File: src/rtl/asrm_timer_periph.sv
// asrm_timer_periph: memory-mapped down-counting timer on the ASRM system bus.
// Five word-aligned registers (CTRL, RELOAD, COUNT, STATUS, PRESC) sit at base_addr.
// A prescaler divides the clock into ticks; each tick decrements COUNT and the
// tick that finds COUNT at zero flags expiry (EXP), optionally reloading.
// irq is the level EXP & IE. Read data is registered and is zero when the
// address selects nothing, so several responders can be OR-ed onto the bus.
module asrm_timer_periph #(
    parameter int unsigned          wordsize  = 16,
    parameter logic [wordsize-1:0]  base_addr = 'hFF00
) (
    input  logic                clk,
    input  logic                reset,
    input  logic [wordsize-1:0] addr,
    input  logic [wordsize-1:0] data_in,
    input  logic                write_en,
    output logic [wordsize-1:0] data_out,
    output logic                irq
);

    // Byte distance between consecutive registers.
    localparam int unsigned         step   = wordsize / 8;
    localparam logic [wordsize-1:0] step_w = wordsize'(step);

    // Register indices inside the map.
    localparam int unsigned reg_ctrl   = 0;
    localparam int unsigned reg_reload = 1;
    localparam int unsigned reg_count  = 2;
    localparam int unsigned reg_status = 3;
    localparam int unsigned reg_presc  = 4;
    localparam int unsigned num_regs   = 5;

    // Architectural state.
    logic                en_q, en_d;
    logic                auto_q, auto_d;
    logic                ie_q, ie_d;
    logic                exp_q, exp_d;
    logic [wordsize-1:0] reload_q, reload_d;
    logic [wordsize-1:0] count_q, count_d;
    logic [wordsize-1:0] presc_q, presc_d;
    logic [wordsize-1:0] pcnt_q, pcnt_d;
    logic [wordsize-1:0] data_out_q, data_out_d;

    // Decode and control intermediates.
    logic [wordsize-1:0] off;
    logic [wordsize-1:0] reg_idx;
    logic                aligned;
    logic [num_regs-1:0] sel;
    logic                wr_ctrl;
    logic                wr_reload;
    logic                wr_count;
    logic                wr_status;
    logic                wr_presc;
    logic                pcnt_wrap;
    logic                tick;
    logic                expire;

    // Address decode: offset from base, must be a whole register step and within the map.
    always_comb begin
        off     = addr - base_addr;
        reg_idx = off / step_w;
        aligned = ((off % step_w) == '0);
        sel     = '0;
        for (int n = 0; n < int'(num_regs); n++) begin
            sel[n] = aligned && (reg_idx == wordsize'(n));
        end
        wr_ctrl   = write_en && sel[reg_ctrl];
        wr_reload = write_en && sel[reg_reload];
        wr_count  = write_en && sel[reg_count];
        wr_status = write_en && sel[reg_status];
        wr_presc  = write_en && sel[reg_presc];
    end

    // Prescaler: counts while enabled, wraps at PRESC to emit a tick; CTRL/COUNT writes restart it
    // and also suppress the tick so the bus write wins that cycle.
    always_comb begin
        pcnt_wrap = (pcnt_q == presc_q);
        tick      = 1'b0;
        pcnt_d    = pcnt_q;
        if (en_q) begin
            if (pcnt_wrap) begin
                pcnt_d = '0;
                tick   = 1'b1;
            end else begin
                pcnt_d = pcnt_q + 1'b1;
            end
        end
        if (wr_ctrl || wr_count) begin
            pcnt_d = '0;
            tick   = 1'b0;
        end
    end

    // Timer registers: tick effects first, then bus writes override; an expiry beats a clear of EXP.
    always_comb begin
        en_d     = en_q;
        auto_d   = auto_q;
        ie_d     = ie_q;
        exp_d    = exp_q;
        reload_d = reload_q;
        count_d  = count_q;
        presc_d  = presc_q;
        expire   = 1'b0;

        if (tick) begin
            if (count_q != '0) begin
                count_d = count_q - 1'b1;
            end else begin
                expire = 1'b1;
                if (auto_q) begin
                    // The old RELOAD value is used even if RELOAD is being written now.
                    count_d = reload_q;
                end else begin
                    en_d = 1'b0;
                end
            end
        end

        if (wr_ctrl) begin
            en_d   = data_in[0];
            auto_d = data_in[1];
            ie_d   = data_in[2];
        end
        if (wr_reload) begin
            reload_d = data_in;
        end
        if (wr_count) begin
            count_d = data_in;
        end
        if (wr_presc) begin
            presc_d = data_in;
        end
        if (wr_status && data_in[0]) begin
            exp_d = 1'b0;
        end
        if (expire) begin
            exp_d = 1'b1;
        end
    end

    // Read mux: returns the post-update value of the selected register, zero when nothing is selected.
    always_comb begin
        data_out_d = '0;
        if (sel[reg_ctrl]) begin
            data_out_d[2:0] = {ie_d, auto_d, en_d};
        end
        if (sel[reg_reload]) begin
            data_out_d = reload_d;
        end
        if (sel[reg_count]) begin
            data_out_d = count_d;
        end
        if (sel[reg_status]) begin
            data_out_d[0] = exp_d;
        end
        if (sel[reg_presc]) begin
            data_out_d = presc_d;
        end
    end

    // State register with synchronous active-low reset; reset abandons any count in progress.
    always_ff @(posedge clk) begin
        if (!reset) begin
            en_q       <= 1'b0;
            auto_q     <= 1'b0;
            ie_q       <= 1'b0;
            exp_q      <= 1'b0;
            reload_q   <= '0;
            count_q    <= '0;
            presc_q    <= '0;
            pcnt_q     <= '0;
            data_out_q <= '0;
        end else begin
            en_q       <= en_d;
            auto_q     <= auto_d;
            ie_q       <= ie_d;
            exp_q      <= exp_d;
            reload_q   <= reload_d;
            count_q    <= count_d;
            presc_q    <= presc_d;
            pcnt_q     <= pcnt_d;
            data_out_q <= data_out_d;
        end
    end

    assign data_out = data_out_q;
    assign irq      = exp_q & ie_q;

endmodule

File: config.mk
export PLATFORM = sky130hd
export DESIGN_NAME = asrm_timer_periph
export DESIGN_NICKNAME = d
export VERILOG_FILES = /design/src/rtl/asrm_timer_periph.sv
export SDC_FILE = /design/constraint.sdc
export NUM_CORES = 1
export LEC_CHECK = 0
export BUFFER_PORTS_ARGS = -buffer_cell sky130_fd_sc_hd__buf_2
export CORE_UTILIZATION = 64
export DETAILED_ROUTE_END_ITERATION = 7
export GPL_ROUTABILITY_DRIVEN = 0
export PLACE_DENSITY = 0.86
export SYNTH_ARGS = -nofsm -noshare
export SYNTH_HDL_FRONTEND = slang
export SYNTH_SLANG_ARGS = --single-unit
File: constraint.sdc
create_clock -name clk -period 4.5 [get_ports clk]
set_input_delay 1.35 -clock clk [delete_from_list [all_inputs] [get_ports clk]]
set_output_delay 1.35 -clock clk [all_outputs]
set_load 0.01 [all_outputs]
=== Word-level counts from Yosys, hierarchy flattened ===
Cells that the tools add are included.

* Add/subtract/negate cells: 3
* Multiply operators: 0
* Divide/modulo/power cells: 0
* Magnitude comparators: 0
* Equality and inequality tests: 5
* Shift operators: 0
* Mux-type cells: 25
* Bitwise operators: 2
* Reduce and logical (&&, ||, !) cells: 16

{| class="wikitable"
|+ Operators with widths
! cell !! number
|-
| $mux 16 || 10
|-
| $logic_not 16->1 || 2
|-
| $eq 15x2->1 const B || 2
|-
| $add 16x1->16 const B || 1
|-
| $eq 16x16->1 || 1
|-
| $reduce_bool 16->1 || 1
|-
| $sub 16x1->16 const B || 1
|-
| $sub 16x16->16 const B || 1
|-
| $eq 15x1->1 const B || 1
|-
| $eq 15x3->1 const B || 1
|-
| $mux 1 || 14
|-
| $logic_and 1x1->1 || 11
|-
| $mux 3 || 1
|-
| $reduce_or 2->1 || 1
|-
| $and 1x1->1 || 1
|-
| $logic_or 1x1->1 || 1
|-
| $not 1->1 || 1
|}

* Flip-flop bits (word level): 84
* Bits in latches: 0
* RAM bits: 0
* Bits in read-only memories: 0
* Output and inout bits: 17
* Logic and storage cells: 60
* Memories kept: 0

=== Depth between registers and ports, before layout ===
Gate-level depths: netlist of the first run.

* Word-level depth: 13
* Gate-level depth with buffers: 11

=== Worst setup path after synthesis of the first run ===
Ideal clock, no wire load.

* Path type: input-to-reg
* Start: in addr[11]
* End: reg data_out_q[0], in the netlist data_out[0]
* Library setup time: 0.116 ns
* Data arrival time: 3.268 ns
* Slack: 1.116 ns
* Stages: 8
* Cell sequence: or4_4 -> nor2_4 -> o2111ai_4 -> or2_0 -> buf_2 -> a2111oi_2 -> o32ai_1 -> a31o_1

* Longest elaborated chain between the ends: 13
* Elaborated cells on any way between the ends: 33
* Classes of those cells: 1 x add/sub; 4 x eq/ne; 15 x mux; 13 x reduce/logical

{| class="wikitable"
|+ RTL lines
! item !! RTL line !! text
|-
| from (decl) || 13 || <nowiki>input logic [wordsize-1:0] addr,</nowiki>
|-
| $sub 16x16->16 * || 59 || <nowiki>off = addr - base_addr;</nowiki>
|-
| $eq 15x2->1 or $logic_not 16->1 (tied branches) || 64 || <nowiki>sel[n] = aligned && (reg_idx == wordsize'(n));</nowiki>
|-
| $logic_and 1x1->1 || 64 ||
|-
| $logic_and 1x1->1 (on tied branches) || 68, 66 ||
|-
| $logic_or 1x1->1 || 87 || <nowiki>if (wr_ctrl || wr_count) begin</nowiki>
|-
| $mux 1 || 87 ||
|-
| $mux 1 || 104 || <nowiki>if (tick) begin</nowiki>
|-
| $mux 1 || 118 || <nowiki>if (wr_ctrl) begin</nowiki>
|-
| $mux 3 || 143 || <nowiki>if (sel[reg_ctrl]) begin</nowiki>
|-
| $mux 16 || 146 || <nowiki>if (sel[reg_reload]) begin</nowiki>
|-
| $mux 16 || 149 || <nowiki>if (sel[reg_count]) begin</nowiki>
|-
| $mux 1 || 152 || <nowiki>if (sel[reg_status]) begin</nowiki>
|-
| $mux 16 * || 155 || <nowiki>if (sel[reg_presc]) begin</nowiki>
|-
| to (signal assigned) || 181 || <nowiki>data_out_q <= data_out_d;</nowiki>
|-
| to (decl) || 41 || <nowiki>logic [wordsize-1:0] data_out_q, data_out_d;</nowiki>
|}

Every way passes the cells marked *; elsewhere a longest branch is shown, timed or not.
A chain may end at the register's enable or synchronous reset.

=== Worst setup path in the final report of the first run ===
* Start: in addr[8]
* End: reg data_out_q[8], in the netlist data_out[8]

* Longest elaborated chain between the ends: 10
* Elaborated cells on any way between the ends: 22
* Classes of those cells: 1 x add/sub; 3 x eq/ne; 8 x mux; 10 x reduce/logical

{| class="wikitable"
|+ RTL lines
! item !! RTL line !! text
|-
| $sub 16x16->16 * || 59 ||
|-
| $eq 15x2->1 or $logic_not 16->1 (tied branches) || 64 ||
|-
| $logic_and 1x1->1 || 64 ||
|-
| $logic_and 1x1->1 (on tied branches) || 68, 66 ||
|-
| $logic_or 1x1->1 || 87 ||
|-
| $mux 1 || 87 ||
|-
| $mux 16 || 104 ||
|-
| $mux 16 || 126 || <nowiki>if (wr_count) begin</nowiki>
|-
| $mux 16 || 149 ||
|-
| $mux 16 * || 155 ||
|}

Marks and branches as above.

==> run metrics, run 1 <==
synthesized netlist cell count 631; synthesized area 5054 sq um; HPWL after detailed placement 10530 microns; DRC violation total after the first TritonRoute iteration 798; Hold Violations, Final 0; worst slack after detailed placement 0.5845 ns; antenna-violating nets left 0; clock tree from TritonCTS done; number of nets in the final layout 700; register bit count reported by yosys 84; average wire per standard cell 19.29 microns; clock latency on the worst-skew pair 0.36 ns; total CTS buffers 9; FFs w/ async S/R, synth 0%; first-pass GRT wire length 24250 microns; Critical-path top delay cell nor3_2; R2R Path End data_out[8]; main flop type after synthesis dfxtp_1; largest net degree at the start of global routing 62; library cell with the highest instance count after synthesis nand2_1; count of unique library cells instantiated by Yosys 81; Die Span Y 90.86 microns; Synth Net Count 670; count of fill cells added during filler insertion 625; crit path launch addr[8]; antenna violations before repair 0; setup-violating endpoint count in the final report 0; highest cell delay on the worst timing path 0.78 ns; sequential standard cell area 1682 sq um; Syn. warnings 0; P_leak 2.056 nW; area of the multi-input gates 3141 sq um; type of the worst setup path input port to register; Hold Buf Count CTS 0; critical path startpoint category input port; Final Total Pwr 0.001439 W; Hold Worst Slack 0.4686 ns; DRC violations left 0; Critical Path Sink Type register; TritonCTS Sinks 84; I/O pin count 52; starting density of the core 65.74%; master cell of the clock root buffer clkbuf_8; GR peak layer met2; Core Footprint 7687 sq um; Min Clock Period, post-route 3.612 ns; Pwr per Cell Area 260.5 nW/um^2; hold path start reload_q[7]; capturing instance or port of the critical path data_out[8]; met1 track demand over resource 47.23%; average cell area after synthesis 8.009 sq um; H-tree levels 3; met3 layer usage reported by global route 5.892%; Die ar. 8256 sq um; clock tree buffer depth 2; die span in x 90.86 microns; number of iterations in the first detailed-routing pass 7; vias in the first global route 4959; Clock Skews 0.01203 ns; Max IR drop VDD 0.2067 mV; portion of synthesized cell area occupied by the leading cell type 33.28%; Crit path required time 4.74 ns; antenna diode count 0; total number of placement rows 32; top area cells in the synthesized netlist dfxtp_1 33%, nand2_1 7.7%, a21oi_1 6.4%, mux2i_1 3.8%, nand3_1 3.4%; Worst Setup Slack, final 0.8876 ns; headroom to the max-slew limit 33.52%; Hold Path Class register to register; critical path fanouts, max 15; cell taking the most area after synthesis dfxtp_1; Vias per Instance 6.872; total congestion overflow 0; top cells by instance count after synthesis 103 x nand2_1, 84 x dfxtp_1, 65 x a21oi_1, 40 x nor2_1, 34 x nand3_1; Global Route met2 Usage 59.47%; arrival time of data at the critical path endpoint 3.85 ns; layout overhead on the synthesized area 9.260%; Tcrit/Tclk final 80.28%; FF-to-FF Start pcnt_q[2]; fraction of layout cells with a size suffix above 1 16.22%; result of the run completed; share of synthesized area occupied by flip-flops and latches 33.28%; count of buffers added by post-CTS timing repair for setup 0; final-layout setup total negative slack 0 ns; FF-to-FF path depth 8; fin area 5522 sq um; clk slew on worst S/H paths 0.09 ns; RSZ-0062 raised after global routing false; total track usage 36.69%; reg-to-reg slack, setup 1.27 ns; MaxCap Viol Count 0; Routed WL 14820 microns; Max Clock Freq 0.2768 GHz; total via count in the routed design 5278; count of pins over their slew limit 0; quantity of gates resized following cts 0; transition time at the pin with the least slew margin 0.9918 ns; Post-synth EDFFs 0; cell breakdown of the critical path buf_2, ha_1, and4b_1, o2111a_1, nor3_2, a21boi_0, o21ai_0, a21o_1, a31oi_1; input/output buffers 51; Area after DPL 5299 sq um
-- area by class of cell --
type                       count  share of cell area (%)
clock buffer                  10                   2.311
clock inverter                 6                   1.722
inverter                      11                  0.7478
multi-input combinational    497                   56.88
sequential                    84                   30.46
tap                          102                   2.311
timing repair buffer          58                   5.574
-- sequential cells by signal, indices dropped and copies added (netlist names) --
name      cells
auto_q        1
count_q      16
data_out     16
en_q          1
exp_q         1
ie_q          1
pcnt_q       16
presc_q      16
reload_q     16
-- layout by cell type, fill, tap and decap left out, types with 9 or more instances in the layout --
cell type    n
xor2_1      16
a21oi_1     65
o21ai_0     31
clkbuf_8     9
nand2_1    103
and3_1      10
mux2i_1     19
dfxtp_1     84
nand4_1     12
nor2_1      40
xnor2_1     13
inv_1       11
buf_2       51
nand3_1     34
-- worst max-delay path: cells and delay by family --
kind,cells,cell delay [ns]
buf+inv,1,0.13
simple gates,2,0.98
fa+ha+maj,1,0.29
compound gates,5,1.10
-- worst min-delay path by stage --
stage                               to  slack (ns)  cells after the start
final                      reload_q[7]        0.47                      2
after global routing       reload_q[7]        0.51                      2
after global placement     reload_q[7]        0.44                      2
after CTS                  reload_q[7]        0.47                      2
after detailed placement  reload_q[12]        0.46                      2
after floorplan            reload_q[7]        0.43                      2
-- logic make-up after synthesis --
| group | after synthesis | share of synthesized area [%] |
|---|---|---|
| adders and majority gates | 4 | 0.9904 |
| and+or+nand+nor | 265 | 28.10 |
| DFF | 84 | 33.28 |
| muxes | 25 | 5.100 |
| AOI/OAI and AO/OA | 174 | 22.93 |
| xor gates and xnor gates | 29 | 5.026 |
| buffers and inverters | 50 | 4.580 |
-- power breakdown --
part           internal (W)  switching [W]  leakage [nW]
sequential         0.000743    0.000000136         0.676
combinational     0.0000283      0.0000587          1.27
clock              0.000319       0.000290         0.105
-- stage by stage --
| stage | cells | utilization (%) |
|---|---|---|
| final | 768 | 71.83 |
| after global routing | 768 | 71.83 |
| after CTS | 768 | 71.83 |
| after detailed placement | 752 | 68.93 |
| after global placement | 752 | 68.93 |
| after floorplan | 631 | - |
-- metal layers --
layer  share of wire, %  routed length, microns  vias up
met4                3.5                     517        0
met5                  0                       0        -
met2                 46                    6880      369
met3                 10                    1507       65
li1                   -                       -     2379
met1                 40                    5911     2465
Power figures use the tool's default switching activity.
==> run 2: changes to the inputs <==
- CORE_UTILIZATION: 64 -> 60
- PLACE_DENSITY: 0.86 -> 0.81
- clock period: 4.5 -> 3.69 ns (I/O delays scaled with it)
==> run 2 against run 1 <==
Clock power up 1%; power increased by 13%; worst hold slack lost 0.0050 ns; largest cell class unchanged; sequential power rose by 22%; design area up 0.63%; setup slack lost 0.41 ns.
==> run metrics, run 2 (same netlist as run 1, synthesis figures left out) <==
antenna-violating nets left 0 (unchanged); critical path fanouts, max 10 (-5); total via count in the routed design 5147 (-2.5%); MaxCap Viol Count 0 (unchanged); quantity of gates resized following cts 0 (unchanged); headroom to the max-slew limit 45.53% (+12 points); most frequent standard cell in the layout excluding fill and tap cells nand2_1; Max IR drop VDD 0.2495 mV (+21%); P_leak 2.085 nW (+1.4%); TritonCTS Sinks 84 (unchanged); Crit path required time 3.97 ns (-0.77 ns); Hold Worst Slack 0.4636 ns (-0.005030 ns); reg-to-reg slack, setup 0.64 ns (-0.63 ns); H-tree levels 3 (unchanged); arrival time of data at the critical path endpoint 3.50 ns (-0.35 ns); vias in the first global route 4613 (-7.0%); master cell of the clock root buffer clkbuf_8; Hold Buf Count CTS 0 (unchanged); Die ar. 8794 sq um (+6.5%); Global Route met2 Usage 55.17% (-4.3 points); largest net degree at the start of global routing 62 (unchanged); met3 layer usage reported by global route 6.472% (+0.58 points); total congestion overflow 0 (unchanged); number of iterations in the first detailed-routing pass 6 (-1); Clock Skews 0.01301 ns (+0.0009769 ns); count of pins over their slew limit 0 (unchanged); die span in x 93.78 microns (+3.2%); clk slew on worst S/H paths 0.09 ns (about the same); clock tree from TritonCTS done; clock latency on the worst-skew pair 0.37 ns (about the same); clock tree buffer depth 2 (unchanged); capturing instance or port of the critical path data_out[7]; Pwr per Cell Area 292.7 nW/um^2 (+12%); starting density of the core 61.82% (-3.9 points); R2R Path End data_out[5]; FF-to-FF Start pcnt_q[2]; critical path startpoint category input port; antenna violations before repair 0 (unchanged); sequential standard cell area 1682 sq um (unchanged); setup-violating endpoint count in the final report 0 (unchanged); met1 track demand over resource 46.58% (-0.65 points); total CTS buffers 9 (unchanged); commonest non-fill, non-tap cells in the layout 103 x nand2_1, 84 x dfxtp_1, 65 x a21oi_1; Hold Path Class register to register; count of buffers added by post-CTS timing repair for setup 0 (unchanged); count of fill cells added during filler insertion 698 (+12%); Min Clock Period, post-route 3.216 ns; result of the run completed; Tcrit/Tclk final 87.14%; FF-to-FF path depth 9 (+1); Routed WL 15000 microns (+1.2%); Die Span Y 93.78 microns (+3.2%); fin util 67.97% (-3.9 points); area of the multi-input gates 3141 sq um (unchanged); RSZ-0062 raised after global routing false; average wire per standard cell 19.20 microns (-0.46%); antenna diode count 0 (unchanged); I/O pin count 52 (unchanged); type of the worst setup path input port to register; Max Clock Freq 0.3110 GHz; Final Total Pwr 0.001626 W (+13%); crit path launch addr[11]; number of nets in the final layout 710 (+1.4%); Vias per Instance 6.590 (-4.1%); HPWL after detailed placement 11000 microns (+4.4%); transition time at the pin with the least slew margin 0.8126 ns (-0.1792 ns); DRC violations left 0 (unchanged); DRC violation total after the first TritonRoute iteration 521 (-35%); Core Footprint 8175 sq um (+6.3%); total number of placement rows 33 (+3.1%); final-layout setup total negative slack 0 ns (unchanged); layout overhead on the synthesized area 9.953%; Critical Path Sink Type register; total track usage 34.83% (-1.9 points); placed cell count 765 (+1.7%); Finished Layout Cells 781 (+1.7%); Hold Violations, Final 0 (unchanged); GR peak layer met2; first-pass GRT wire length 23490 microns (-3.1%); fraction of layout cells with a size suffix above 1 17.46% (+1.2 points); input/output buffers 51 (unchanged)
[run 2: power breakdown]
part	switching, W	internal (W)
sequential	0.000000206	0.000906
combinational	0.0000718	0.0000337
clock	0.000350	0.000264
[run 2: worst max-delay path: stages]
cell	delay (ns)
buf_2	0.10
or4_4	0.54
nor2_4	0.15
o2111ai_4	0.24
or4b_1	0.80
nand2_4	0.19
a311oi_1	0.12
a221oi_2	0.25
[run 2: how the worst min path moves through the flow]
stage / startpoint / to / slack [ns] / cells after the start
after global routing: reload_q[7] / reload_q[7] / 0.48 / 2
final: reload_q[7] / reload_q[7] / 0.46 / 2
after detailed placement: reload_q[7] / reload_q[7] / 0.45 / 2
after CTS: reload_q[7] / reload_q[7] / 0.46 / 2
after global placement: reload_q[7] / reload_q[7] / 0.44 / 2
after floorplan: reload_q[7] / reload_q[7] / 0.43 / 2
[run 2: cell type report]
cell class / instances / share of cell area (%)
Timing Repair Buffer: 68 / 6.890
Tap cell: 105 / 2.364
Inverter: 11 / 0.7431
Clock inverter: 5 / 0.6755
Sequential cell: 84 / 30.26
Multi-Input combinational cell: 497 / 56.52
Clock buffer: 11 / 2.544
[run 2: metal layers]
metal	up-vias	wire length [microns]	share of wire [%]
met2	286	6909	46
met3	48	1416	9.4
li1	2405	-	-
met1	2408	6264	42
met4	0	406	2.7
met5	-	0	0
[run 2: per-stage QoR]
step / area (sq um) / setup WS (ns)
finish: 5557 / 0.4744
global route: 5557 / 0.3951
CTS: 5557 / 0.4901
detailed placement: 5378 / 0.1117
floorplan: 5054 / 0.5494
global placement: 5378 / 0.1872
